### src/rtl/led_scan_ctrl.sv
// led_scan_ctrl: multiplexed LED digit scanner with 16-step per-digit PWM brightness.
module led_scan_ctrl #(
  parameter int NUM_DIGITS = 4,
  parameter int SEG_W      = 8,
  parameter int PRESCALE   = 1000
) (
  input  logic                        clk,
  input  logic                        rstN,
  input  logic                        enable,
  input  logic [NUM_DIGITS*SEG_W-1:0] seg_data,
  input  logic [3:0]                  brightness,
  output logic [NUM_DIGITS-1:0]       digit_sel,
  output logic [SEG_W-1:0]            seg_out,
  output logic                        frame_start,
  output logic                        busy
);
  localparam int IW = $clog2(NUM_DIGITS);
  localparam int PW = $clog2(PRESCALE);
  typedef enum logic [1:0] {IDLE, BLANK, ON, OFF} state_t;
  state_t                        r_state, w_state;
  logic [PW-1:0]                 r_pcnt, w_pcnt;
  logic [3:0]                    r_scnt, w_scnt;
  logic [IW-1:0]                 r_idx, w_idx;
  logic [NUM_DIGITS*SEG_W-1:0]   r_seg_q, w_seg_q;
  logic [3:0]                    r_bright, w_bright;
  logic [NUM_DIGITS-1:0]         r_dsel, w_dsel;
  logic [SEG_W-1:0]              r_seg, w_seg;
  logic                          r_fs, w_fs;
  always_comb begin
    w_state  = r_state;
    w_pcnt   = r_pcnt;
    w_scnt   = r_scnt;
    w_idx    = r_idx;
    w_seg_q  = r_seg_q;
    w_bright = r_bright;
    if (!enable) begin
      w_state = IDLE;
      w_pcnt  = '0;
      w_scnt  = '0;
      w_idx   = '0;
    end else if (r_state == IDLE) begin
      w_state  = BLANK;
      w_pcnt   = '0;
      w_scnt   = '0;
      w_idx    = '0;
      w_seg_q  = seg_data;
      w_bright = brightness;
    end else if (r_pcnt == PW'(PRESCALE - 1)) begin
      w_pcnt = '0;
      w_scnt = r_scnt + 4'd1;
      if (r_scnt == 4'd15) begin
        w_state = BLANK;
        w_idx   = (r_idx == IW'(NUM_DIGITS - 1)) ? '0 : r_idx + 1'b1;
        if (w_idx == '0) begin
          w_seg_q  = seg_data;
          w_bright = brightness;
        end
      end else begin
        w_state = (w_scnt <= r_bright) ? ON : OFF;
      end
    end else begin
      w_pcnt = r_pcnt + 1'b1;
    end
    // outputs are registered from next-state values so they line up with the state
    w_dsel = (w_state == ON) ? NUM_DIGITS'(1) << w_idx : '0;
    w_seg  = (w_state == ON) ? r_seg_q[w_idx*SEG_W +: SEG_W] : '0;
    w_fs   = (w_state == BLANK) && (w_idx == '0) && (w_pcnt == '0);
  end
  always_ff @(posedge clk or negedge rstN) begin
    if (!rstN) begin
      r_state  <= IDLE;
      r_pcnt   <= '0;
      r_scnt   <= '0;
      r_idx    <= '0;
      r_seg_q  <= '0;
      r_bright <= '0;
      r_dsel   <= '0;
      r_seg    <= '0;
      r_fs     <= 1'b0;
    end else begin
      r_state  <= w_state;
      r_pcnt   <= w_pcnt;
      r_scnt   <= w_scnt;
      r_idx    <= w_idx;
      r_seg_q  <= w_seg_q;
      r_bright <= w_bright;
      r_dsel   <= w_dsel;
      r_seg    <= w_seg;
      r_fs     <= w_fs;
    end
  end
  assign digit_sel   = r_dsel;
  assign seg_out     = r_seg;
  assign frame_start = r_fs;
  assign busy        = (r_state != IDLE);
endmodule

### config.mk
export PLATFORM = sky130hd
export DESIGN_NAME = led_scan_ctrl
export DESIGN_NICKNAME = d
export VERILOG_FILES = /design/src/rtl/led_scan_ctrl.sv
export SDC_FILE = /design/constraint.sdc
export NUM_CORES = 1
export LEC_CHECK = 0
export BUFFER_PORTS_ARGS = -buffer_cell sky130_fd_sc_hd__buf_4
export CORE_MARGIN = 5
export CORE_UTILIZATION = 50
export DETAILED_ROUTE_END_ITERATION = 6
export PLACE_DENSITY = 0.72
export SLEW_MARGIN = 20
export SYNTH_ARGS = -nofsm -noshare
export SYNTH_HDL_FRONTEND = slang
export SYNTH_SLANG_ARGS = --single-unit
### constraint.sdc
create_clock -name clk -period 4.2 [get_ports clk]
set_input_delay 0.84 -clock clk [delete_from_list [all_inputs] [get_ports clk]]
set_output_delay 0.84 -clock clk [all_outputs]
set_load 0.03 [all_outputs]
After elaboration in Yosys (flattened, before gate mapping):

Cells that the tools add are included.

* logic and storage cells: 58
* flip-flop bits (word level): 67

* magnitude comparators: 1
* $add $sub $neg: 3
* muxes and demuxes: 26
* reduce and logical (&&, ||, !) cells: 11
* equality and inequality tests: 6
* shift operators: 2

Operator list (number)
* 32-bit 2-to-1 mux: 4
* 4-bit 2-to-1 mux: 8
* 32-bit by 6-bit indexed part select with 8-bit output: 1
* 10-bit 2-to-1 mux: 3
* 2-bit 2-to-1 mux: 9
* 10-bit by 1-bit adder with 10-bit output (second input constant): 1
* 10-bit == test (second input constant): 1
* 10-bit logical NOT: 1
* 8-bit 2-to-1 mux: 1
* 2-bit nonzero test: 4
* 2-bit logical NOT: 3
* 4-bit by 1-bit adder with 4-bit output (second input constant): 1
* 2-bit == test (second input constant): 2
* 4-bit == test (second input constant): 1
* 4-bit less-or-equal comparator: 1
* 4-bit AND reduction: 1
* 1-bit by 2-bit << shifter with 4-bit output (first input constant): 1
* 3-bit by 1-bit inequality test with 1-bit output (second input constant): 1
* 2-bit by 1-bit adder with 2-bit output (second input constant): 1
* 2-bit by 1-bit == test with 1-bit output (second input constant): 1
* 1-bit logical AND: 2
* 1-bit 2-to-1 mux: 1

Depth between registers and ports, before layout:

Gate-level depths: netlist of the first run.

* depth after elaboration: 10
* gate-level depth with buffers: 8

Least setup slack after synthesis of the first run:

OpenSTA, ideal clock, no wires.

* kind: register to register
* start: register r_pcnt[0]
* end: register r_seg_q[21]
* library setup time: 0.125 ns
* buffers on the path: 2
* data required time: 4.075 ns
* data arrival time: 2.137 ns
* cell stages (with the launch flop): 9
* setup slack: 1.938 ns
* path through: dfrtp_1 > ha_1 > nand2_1 > nor4_1 > a21oi_1 > nor2b_1 > buf_4 > buf_6 > mux2_2

* longest elaborated chain between the ends: 3

Ends and longest elaborated chain
* start: declaration: line 21 `logic [PW-1:0] r_pcnt, w_pcnt;`
* start signal: assignment: line 82 `r_pcnt <= w_pcnt;`
* 10-bit == test: line 48 `end else if (r_pcnt == PW'(PRESCALE - 1)) begin`
* 2-bit nonzero test (no source line)
* 4-bit AND reduction (no source line)
* end signal: assignment: line 85 `r_seg_q <= w_seg_q;`
* end: declaration: line 24 `logic [NUM_DIGITS*SEG_W-1:0] r_seg_q, w_seg_q;`

No other way between the ends.
A chain may end at the register's enable or synchronous reset.

Worst setup path after layout of the first run:

* start: register r_pcnt[0]
* end: register r_bright[2]

* longest elaborated chain between the ends: 3

Ends and longest elaborated chain
* 10-bit == test: line 48
* 2-bit nonzero test (no source line)
* 4-bit AND reduction (no source line)
* end signal: assignment: line 86 `r_bright <= w_bright;`
* end: declaration: line 25 `logic [3:0] r_bright, w_bright;`

No other way between the ends.

==> results of run 1 <==
-- sequential cells by signal (all words and copies together), names as in the netlist --
register	flops
r_state	2
digit_sel	4
r_pcnt	10
r_seg_q	32
frame_start	1
r_scnt	4
r_bright	4
seg_out	8
r_idx	2
-- critical path, stage by stage (launching register included) --
cell and delay (ns):
dfrtp_1 0.42, ha_1 0.29, nand2_1 0.14, nor4_1 0.61, a21oi_1 0.22, nor2b_4 0.82
mux2_2 0.42
-- logic make-up (layout without fill, tap and decap cells) --
| logic type | Yosys count | in the layout |
|---|---|---|
| DFF | 67 | 67 |
| AOI/OAI and AO/OA | 29 | 29 |
| muxes | 48 | 48 |
| xor gates and xnor gates | 13 | 13 |
| buffers and inverters | 17 | 75 |
| and+or+nand+nor | 81 | 81 |
| adders and majority gates | 7 | 7 |
-- where the power goes --
part | leakage, nW | switching [W] | internal [W] | total, W
combinational | 0.752 | 0.0000805 | 0.0000891 | 0.000170
clock | 0.106 | 0.000253 | 0.000335 | 0.000589
sequential | 0.848 | 0.0000311 | 0.000706 | 0.000737
total | 1.71 | 0.000365 | 0.00113 | 0.00149
-- worst paths after layout --
kind,startpoint,to,cells after the start
max reg2reg,r_pcnt[0],r_bright[2],6
max in group asynchronous,rstN,r_seg_q[13],1
min in group asynchronous,rstN,r_pcnt[3],1
min reg2reg,r_bright[3],r_bright[3],1
min,r_bright[3],r_bright[3],1
max,r_pcnt[0],r_bright[2],6
-- per-layer routing --
| layer | wire [um] | vias to the layer above | part of all wire |
|---|---|---|---|
| met5 | 0 | - | 0 |
| met4 | 127 | 0 | 0.020 |
| met3 | 237 | 13 | 0.037 |
| met2 | 3160 | 44 | 0.49 |
| met1 | 2920 | 1109 | 0.45 |
| li1 | - | 1053 | - |
-- through the flow --
stage | hold slack, ns | instance area, sq um | total power (W) | setup WS [ns]
final | 0.487 | 3800 | 0.00149 | 1.13
after detailed placement | 0.474 | 3590 | 0.000922 | 1.14
after global routing | 0.506 | 3800 | 0.00157 | 0.838
after CTS | 0.489 | 3800 | 0.00151 | 1.13
after floorplan | 0.457 | 3180 | 0.000848 | 1.94
after global placement | 0.468 | 3590 | 0.000913 | 1.25
-- Yosys cell counts, types with 2 or more instances --
library cell,n,area (sq um)
mux2_2,15,169
nor2b_1,4,25.0
a31oi_1,3,18.8
o32ai_1,8,70.1
mux2i_1,11,110
a41oi_1,2,17.5
xnor2_1,7,61.3
mux2_1,21,236
nor4_1,2,12.5
dfrtp_1,67,1680
clkbuf_1,2,7.51
o21ai_0,4,20.0
ha_1,7,87.6
xor2_1,6,52.6
buf_2,3,15.0
buf_6,6,67.6
or3_1,2,12.5
a21oi_1,4,20.0
inv_1,5,18.8
nor3_1,14,70.1
and3_1,2,12.5
nand2_1,11,41.3
nor2_1,29,109
a41o_1,3,30.0
nand3_1,7,35.0
-- area by class of cell --
cell class / instances / share of cell area
tap: 77 / 0.0253
sequential: 67 / 0.441
inverter: 5 / 0.00493
clock inverter: 6 / 0.0237
clock buffer: 10 / 0.0335
timing repair buffer: 54 / 0.107
multi-input combinational: 178 / 0.365
==> qor.csv, run 1 <==
stage,metric,value,unit
critical_path,cp_max_fo,36,
global_routing,grt_start_max_net_pins,68,
run,cap_viol_max_count,0,
clock_tree,cts_buffers,9,
detailed_routing,vias,2219,
critical_path,worstPathRequired,4.43,ns
final_layout,finalNonFillerCells,397,
power_and_ir_drop,leakagePower,1.71,nW
detailed_routing,postRouteWirelength,6.45,mm
final_layout,drive_above_1_share,0.284,
synth,synth_compound_area_frac,0.0678,
final_layout,finish.net_count,361,
synth,syn-instance-count,262,
synth,ys_types,42,
sta,report.final.slew_viol_count,0,
sta,finalCriticalPeriod,3.07,ns
global_routing,use_met3,0.0374,
power_and_ir_drop,p_per_area,393,nW/um^2
synth,synth-edff-count,0,
global_routing,grt_pass1_wl,11.0,mm
synth,synth_top_family_by_area,multiplexers,
synth,ys_seq_area_frac,0.528,
synth,synth.avg_cell_area,12.1,sq um
sta,hold_violations,0,
placement,gp_congestion,0.862,
synth,synth_mux_area_frac,0.167,
clock_tree,clk_pin_slew,0.07,ns
sta,max_slew_margin,0.330,
critical_path,arrival,3.30,ns
final_layout,mostFrequentLayoutCell,dfrtp_1,
final_layout,multiInputGateArea,1390,sq um
sta,min_period_over_period,0.732,
critical_path,cp-start-kind,flip-flop,
sta,rsz0062_at_grt,no,
final_layout,seqCellArea,1680,sq um
critical_path,rrSetupSlack,1.13,ns
global_routing,overflow,0,
synth,synthFlopType,dfrtp_1,
sta,max_freq,325,MHz
synth,syn-cell-area,3180,sq um
final_layout,area_growth,19.8,%
floorplan,die_w,89.7,um
synth,synth_seq_cells,67,
power_and_ir_drop,ir_worst_vdd,0.239,mV
detailed_routing,first_pass_iters,4,
clock_tree,postCtsSetupBuffers,0,
sta,tightest_slew,1.00,ns
clock_tree,cts_hold_buffers,0,
synth,syn_nets,308,
clock_tree,cts_tree,built,
synth,synth_warnings,0,
clock_tree,htree_levels,3,
detailed_routing,initialDrtViolationCount,79,
final_layout,layout_common_cells,"dfrtp_1 (67), buf_4 (54), nor2_1 (29), mux2_1 (21), mux2_2 (15)",
global_routing,use_met1,0.241,
detailed_routing,wl_per_cell,16.2,um
synth,synth-adder-area-share,0.0276,
placement,dp_hpwl,4.39,mm
global_routing,grt_pass1_vias,2333,
detailed_routing,ant_nets,0,
final_layout,utilization,0.606,
floorplan,rows,29,
min_path,hp-class,reg2reg,
global_routing,top_usage_layer,met2,
synth,async_reset_ff_frac,1.00,
global_routing,globalRouteTotalUtil,0.181,
clock_tree,insertion_delay,0.35,ns
sta,fin_skew,0.00983,ns
sta,setup_viol,0,
placement,dp_cells,381,
clock_tree,cts_buffer_depth,2,
floorplan,dieHeight,89.7,um
floorplan,start_util,0.506,
floorplan,die_area,8050,sq um
final_layout,nFillCells,516,
floorplan,core,6280,sq um
placement,port_buffers,52,
critical_path,crit_type,reg2reg,
synth,synthXorXnorAreaFrac,0.0359,
floorplan,ioPinCount,53,
critical_path,end_kind,flip-flop,
status,outcome,"finished, final reports clean",
clock_tree,cts_resized,0,
sta,tns,0,ns
detailed_routing,viasPerCell,5.59,
detailed_routing,route.detailed.drc,0,
clock_tree,cts.sinks,67,
final_layout,antennaDiodeCount,0,
synth,yosys.area_share.simple,0.137,
clock_tree,cts-root-buf,clkbuf_8,
global_routing,met2_usage,0.286,
global_routing,antenna_found_initial,0,
No activity file was read; power rests on OpenSTA's default activity.
==> inputs of run 2 (changes only) <==
--- a/config.mk
+++ b/config.mk
@@ -9,7 +9,7 @@
 export CORE_MARGIN = 5
 export CORE_UTILIZATION = 50
 export DETAILED_ROUTE_END_ITERATION = 6
-export PLACE_DENSITY = 0.72
+export PLACE_DENSITY = 0.75
 export SLEW_MARGIN = 20
 export SYNTH_ARGS = -nofsm -noshare
 export SYNTH_HDL_FRONTEND = slang
==> constraint.sdc (replaced) <==
create_clock -name clk -period 2.5 [get_ports clk]
set_input_delay 0.5 -clock clk [delete_from_list [all_inputs] [get_ports clk]]
set_output_delay 0.5 -clock clk [all_outputs]
set_load 0.03 [all_outputs]
==> qor.csv, run 2 (synthesis gave the netlist of run 1 again) <==
stage,metric,value,unit
power_and_ir_drop,p_sw,0.000596,W
status,outcome,"finished, final reports clean",
floorplan,dieHeight,89.7,um
global_routing,antenna_found_initial,0,
placement,dp_cells,389,
detailed_routing,viasPerCell,5.61,
final_layout,utilization,0.620,
floorplan,ioPinCount,53,
sta,tightest_slew,0.829,ns
final_layout,finalNonFillerCells,405,
sta,setup_viol,0,
detailed_routing,route.detailed.drc,0,
clock_tree,cts_buffer_depth,2,
power_and_ir_drop,power_frac_comb,0.119,
detailed_routing,wl_per_cell,16.0,um
sta,fin_skew,0.00812,ns
critical_path,crit_type,reg2reg,
clock_tree,postCtsSetupBuffers,0,
detailed_routing,ant_nets,0,
final_layout,largest_reg_flops,32,
global_routing,overflow,0,
detailed_routing,met3_wirelength,322,um
final_layout,mostFrequentLayoutCell,dfrtp_1,
sta,min_period_over_period,0.945,
power_and_ir_drop,leakagePower,1.75,nW
placement,port_buffers,52,
power_and_ir_drop,power,0.00248,W
global_routing,grt_pass1_vias,2295,
final_layout,largest_register,r_seg_q,
clock_tree,insertion_delay,0.34,ns
detailed_routing,initialDrtViolationCount,222,
detailed_routing,wl_met1,2.82,mm
floorplan,die_w,89.7,um
clock_tree,clk_pin_slew,0.07,ns
critical_path,worstPathRequired,2.74,ns
sta,rsz0062_at_grt,no,
global_routing,globalRouteTotalUtil,0.176,
final_layout,finish.net_count,369,
final_layout,antennaDiodeCount,0,
final_layout,layout_common_cells,"dfrtp_1 (67), buf_4 (61), nor2_1 (29), mux2_1 (21), mux2_2 (15)",
detailed_routing,vias,2273,
clock_tree,cts.sinks,67,
critical_path,arrival,2.60,ns
clock_tree,cts_buffers,9,
sta,tns,0,ns
clock_tree,htree_levels,3,
placement,dp_hpwl,4.56,mm
min_path,hp-class,in2async,
floorplan,rows,29,
critical_path,end_kind,flip-flop,
power_and_ir_drop,power.share.switching,0.240,
placement,gp_congestion,0.861,
power_and_ir_drop,intPower,0.00188,W
global_routing,grt_pass1_wl,10.6,mm
detailed_routing,postRouteWirelength,6.50,mm
detailed_routing,top_layer,met4,
critical_path,cp-start-kind,flip-flop,
floorplan,core,6280,sq um
sta,report.final.slew_viol_count,0,
sta,max_slew_margin,0.447,
floorplan,die_area,8050,sq um
clock_tree,cts-root-buf,clkbuf_8,
critical_path,cp_max_fo,9,
final_layout,drive_above_1_share,0.317,
power_and_ir_drop,pwr-share-seq,0.501,
sta,holdWs,0.243,ns
power_and_ir_drop,ir_worst_vdd,0.461,mV
run,cap_viol_max_count,0,
detailed_routing,first_pass_iters,4,
final_layout,area_growth,22.6,%
global_routing,grt_start_max_net_pins,68,
clock_tree,cts_tree,built,
sta,max_freq,423,MHz
sta,hold_violations,0,
power_and_ir_drop,p_per_area,637,nW/um^2
floorplan,start_util,0.506,
power_and_ir_drop,p_clk_frac,0.380,
sta,finalCriticalPeriod,2.36,ns
detailed_routing,wl_met2,3.20,mm
-- run 2: repair_timing --
| item | 4_1_cts | 5_1_grt |
|---|---|---|
| hold buffers | 0 | 0 |
| resized for setup | 0 | 4 |
| endpoints found under the setup margin | 0 | 7 |
-- run 2: final timing paths --
path / from / to / slack [ns] / cells past startpoint
worst max-delay path: r_scnt[0] / seg_out[4] / 0.14 / 7
max in group asynchronous: rstN / r_pcnt[4] / 1.70 / 1
min in group clk: seg_data[31] / r_seg_q[31] / 0.37 / 2
worst min-delay path: rstN / r_seg_q[19] / 0.24 / 1
worst max register to register: r_scnt[0] / seg_out[4] / 0.14 / 7
worst min register to register: r_seg_q[14] / r_seg_q[14] / 0.49 / 1
-- run 2: area by class of cell --
type / count / area, sq um
fillers: 510 / 2380
flip-flops and latches: 67 / 1680
multi-input cells: 178 / 1410
repair buffers: 62 / 478
clock buffers: 12 / 165
well taps: 77 / 96.3
clock inverters: 4 / 47.5
inverters: 5 / 18.8
-- run 2: worst max-delay path: stages (launching register included) --
cell	delay (ns)
dfrtp_1	0.43
ha_1	0.32
ha_1	0.30
nor2b_1	0.14
o2111ai_1	0.16
a41o_1	0.30
nand3_2	0.24
o32ai_1	0.36
-- run 2: power groups by stage --
| stage | clock (W) | combinational, W | sequential (W) |
|---|---|---|---|
| 2_1_floorplan | 0 | 0.000168 | 0.00126 |
| 3_3_place_gp | 0 | 0.000287 | 0.00126 |
| 3_5_place_dp | 0 | 0.000295 | 0.00126 |
| 4_1_cts | 0.000957 | 0.000297 | 0.00124 |
| 5_1_grt | 0.00100 | 0.000327 | 0.00125 |
| 6_report | 0.000942 | 0.000296 | 0.00124 |
-- run 2: per-stage QoR --
step | setup slack (ns) | cell area [sq um]
floorplan | 0.238 | 3180
global placement | 0.206 | 3660
detailed placement | 0.130 | 3660
CTS | 0.0692 | 3870
global route | 0.00846 | 3890
finish | 0.136 | 3890
-- run 2: metal layers --
| layer | vias up | global-route usage |
|---|---|---|
| met2 | 73 | 0.280 |
| met4 | 0 | 0.0771 |
| met1 | 1121 | 0.229 |
| met5 | - | 0 |
| met3 | 14 | 0.0438 |
| li1 | 1065 | - |
==> inputs of run 3 (changes only) <==
--- a/config.mk
+++ b/config.mk
@@ -9,7 +9,7 @@
 export CORE_MARGIN = 5
 export CORE_UTILIZATION = 50
 export DETAILED_ROUTE_END_ITERATION = 6
-export PLACE_DENSITY = 0.75
+export PLACE_DENSITY = 0.8
 export SLEW_MARGIN = 20
 export SYNTH_ARGS = -nofsm -noshare
 export SYNTH_HDL_FRONTEND = slang
==> constraint.sdc (replaced) <==
create_clock -name clk -period 2.16 [get_ports clk]
set_input_delay 0.432 -clock clk [delete_from_list [all_inputs] [get_ports clk]]
set_output_delay 0.432 -clock clk [all_outputs]
set_load 0.03 [all_outputs]
==> qor.csv, run 3 (synthesis gave the netlist of run 1 again) <==
stage,metric,value,unit
floorplan,die_w,89.7,um
detailed_routing,vias,2468,
power_and_ir_drop,p_clk_frac,0.356,
clock_tree,cts_buffer_depth,2,
sta,hold_violations,0,
power_and_ir_drop,power,0.00291,W
sta,tns,-0.566,ns
sta,setup_viol,8,
detailed_routing,initialDrtViolationCount,191,
sta,finalWorstSetupSlack,-0.128,ns
placement,dp_slack,-0.103,ns
sta,max_freq,437,MHz
sta,report.final.slew_viol_count,0,
sta,finalCriticalPeriod,2.29,ns
run,cap_viol_max_count,0,
floorplan,ioPinCount,53,
status,failed_checks,setup timing,
min_path,hp-class,in2async,
clock_tree,cts_buffers,9,
global_routing,grt_pass1_wl,12.6,mm
final_layout,area_growth,36.2,%
power_and_ir_drop,pwr-share-seq,0.499,
placement,port_buffers,52,
power_and_ir_drop,intPower,0.00213,W
final_layout,mostFrequentLayoutCell,buf_4,
critical_path,slowest_stage,or4_4,
floorplan,rows,29,
sta,fin_skew,0.0157,ns
detailed_routing,wl_per_cell,19.3,um
detailed_routing,viasPerCell,5.77,
final_layout,nFillCells,414,
status,outcome,"finished, violations left",
power_and_ir_drop,power_frac_comb,0.145,
sta,holdWs,0.182,ns
power_and_ir_drop,p_sw,0.000786,W
critical_path,end_kind,flip-flop,
critical_path,arrival,2.52,ns
final_layout,largest_register,r_seg_q,
detailed_routing,route.detailed.drc,0,
clock_tree,htree_levels,3,
critical_path,crit_type,reg2reg,
sta,tightest_slew,0.990,ns
critical_path,path_delay_family,simple AND/OR/NAND/NOR gates,
final_layout,drive_above_1_share,0.436,
final_layout,finish.net_count,392,
placement,dp_hpwl,4.90,mm
power_and_ir_drop,leakagePower,1.93,nW
clock_tree,insertion_delay,0.35,ns
sta,rsz0062_at_grt,yes,
clock_tree,cts-root-buf,clkbuf_8,
critical_path,cp_num_buf_inv,1,
critical_path,worstPathRequired,2.39,ns
floorplan,start_util,0.506,
detailed_routing,postRouteWirelength,8.27,mm
critical_path,r2r-start,r_scnt[0],
clock_tree,clk_pin_slew,0.08,ns
global_routing,grt_pass1_vias,2457,
clock_tree,cts.sinks,67,
power_and_ir_drop,p_per_area,674,nW/um^2
critical_path,slowest_delay,0.57,ns
global_routing,overflow,0,
power_and_ir_drop,ir_worst_vdd,0.540,mV
detailed_routing,first_pass_iters,4,
floorplan,core,6280,sq um
sta,max_slew_margin,0.339,
clock_tree,cts_tree,built,
floorplan,dieHeight,89.7,um
detailed_routing,ant_nets,0,
global_routing,grt_start_max_net_pins,68,
global_routing,antenna_found_initial,0,
power_and_ir_drop,power.share.switching,0.270,
sta,min_period_over_period,1.06,
placement,gp_congestion,0.915,
final_layout,largest_reg_flops,32,
floorplan,die_area,8050,sq um
critical_path,cp-start-kind,flip-flop,
final_layout,antennaDiodeCount,0,
global_routing,globalRouteTotalUtil,0.215,
critical_path,crit_chain,"ha_4, nand3_4, or4_4, mux2_4, buf_12, mux2i_1, o32ai_2",
critical_path,cp_max_fo,6,
critical_path,crit_start,r_scnt[0],
final_layout,layout_common_cells,"buf_4 (77), dfrtp_1 (66), nor2_1 (27), mux2_1 (21), mux2_2 (16)",
run 3: cell types whose count changed in the layout (fill, tap and decap cells not counted), moves of 5 or more:
cell     change
buf_4       +16
mux2i_1      -6
o32ai_1      -6
o32ai_2      +5
run 3: power groups by stage:
stage	Combinational [W]	Clock, W	Sequential (W)
floorplan	0.000195	0	0.00146
global placement	0.000346	0	0.00145
CTS	0.000385	0.00104	0.00144
finish	0.000423	0.00104	0.00145
global route	0.000459	0.00111	0.00147
detailed placement	0.000359	0	0.00146
run 3: metal layers:
layer | GRT usage | up-vias | part of all wire
met5 | 0 | - | 0
met4 | 0.110 | 0 | 0.027
met3 | 0.0484 | 19 | 0.040
met2 | 0.348 | 62 | 0.52
met1 | 0.269 | 1258 | 0.41
li1 | - | 1129 | -
run 3: metrics by stage:
stage                     utilization  cells  cell area [sq um]
after floorplan                     -    262               3200
after global placement          0.598    399               3760
after detailed placement        0.598    399               3760
after CTS                       0.655    423               4110
after global routing            0.689    428               4330
final                           0.689    428               4330
run 3: final cells by class:
type | count | area, sq um | area share
flip-flops and latches | 67 | 1680 | 0.388
clock inverters | 6 | 65.1 | 0.0150
clock buffers | 10 | 128 | 0.0295
repair buffers | 82 | 652 | 0.151
inverters | 5 | 18.8 | 0.00434
well taps | 77 | 96.3 | 0.0223
multi-input cells | 181 | 1690 | 0.390
run 3: worst paths after layout:
| check | slack, ns | cells past startpoint | to |
|---|---|---|---|
| worst max-delay path | -0.13 | 7 | seg_out[6] |
| worst min-delay path | 0.18 | 1 | r_state[1] |
| worst max register to register | -0.13 | 7 | seg_out[6] |
| worst min register to register | 0.50 | 1 | r_seg_q[10] |
| max in group asynchronous | 1.41 | 1 | r_pcnt[9] |
| min in group clk | 0.29 | 2 | r_seg_q[8] |
run 3: repair_timing:
item                                    in CTS  in global routing
hold buffers                                 0                  0
gates cloned                                 3                  0
gates resized for setup                     15                 27
pin swaps                                    4                  6
endpoints found under the setup margin      25                 49
setup buffers                                5                  5
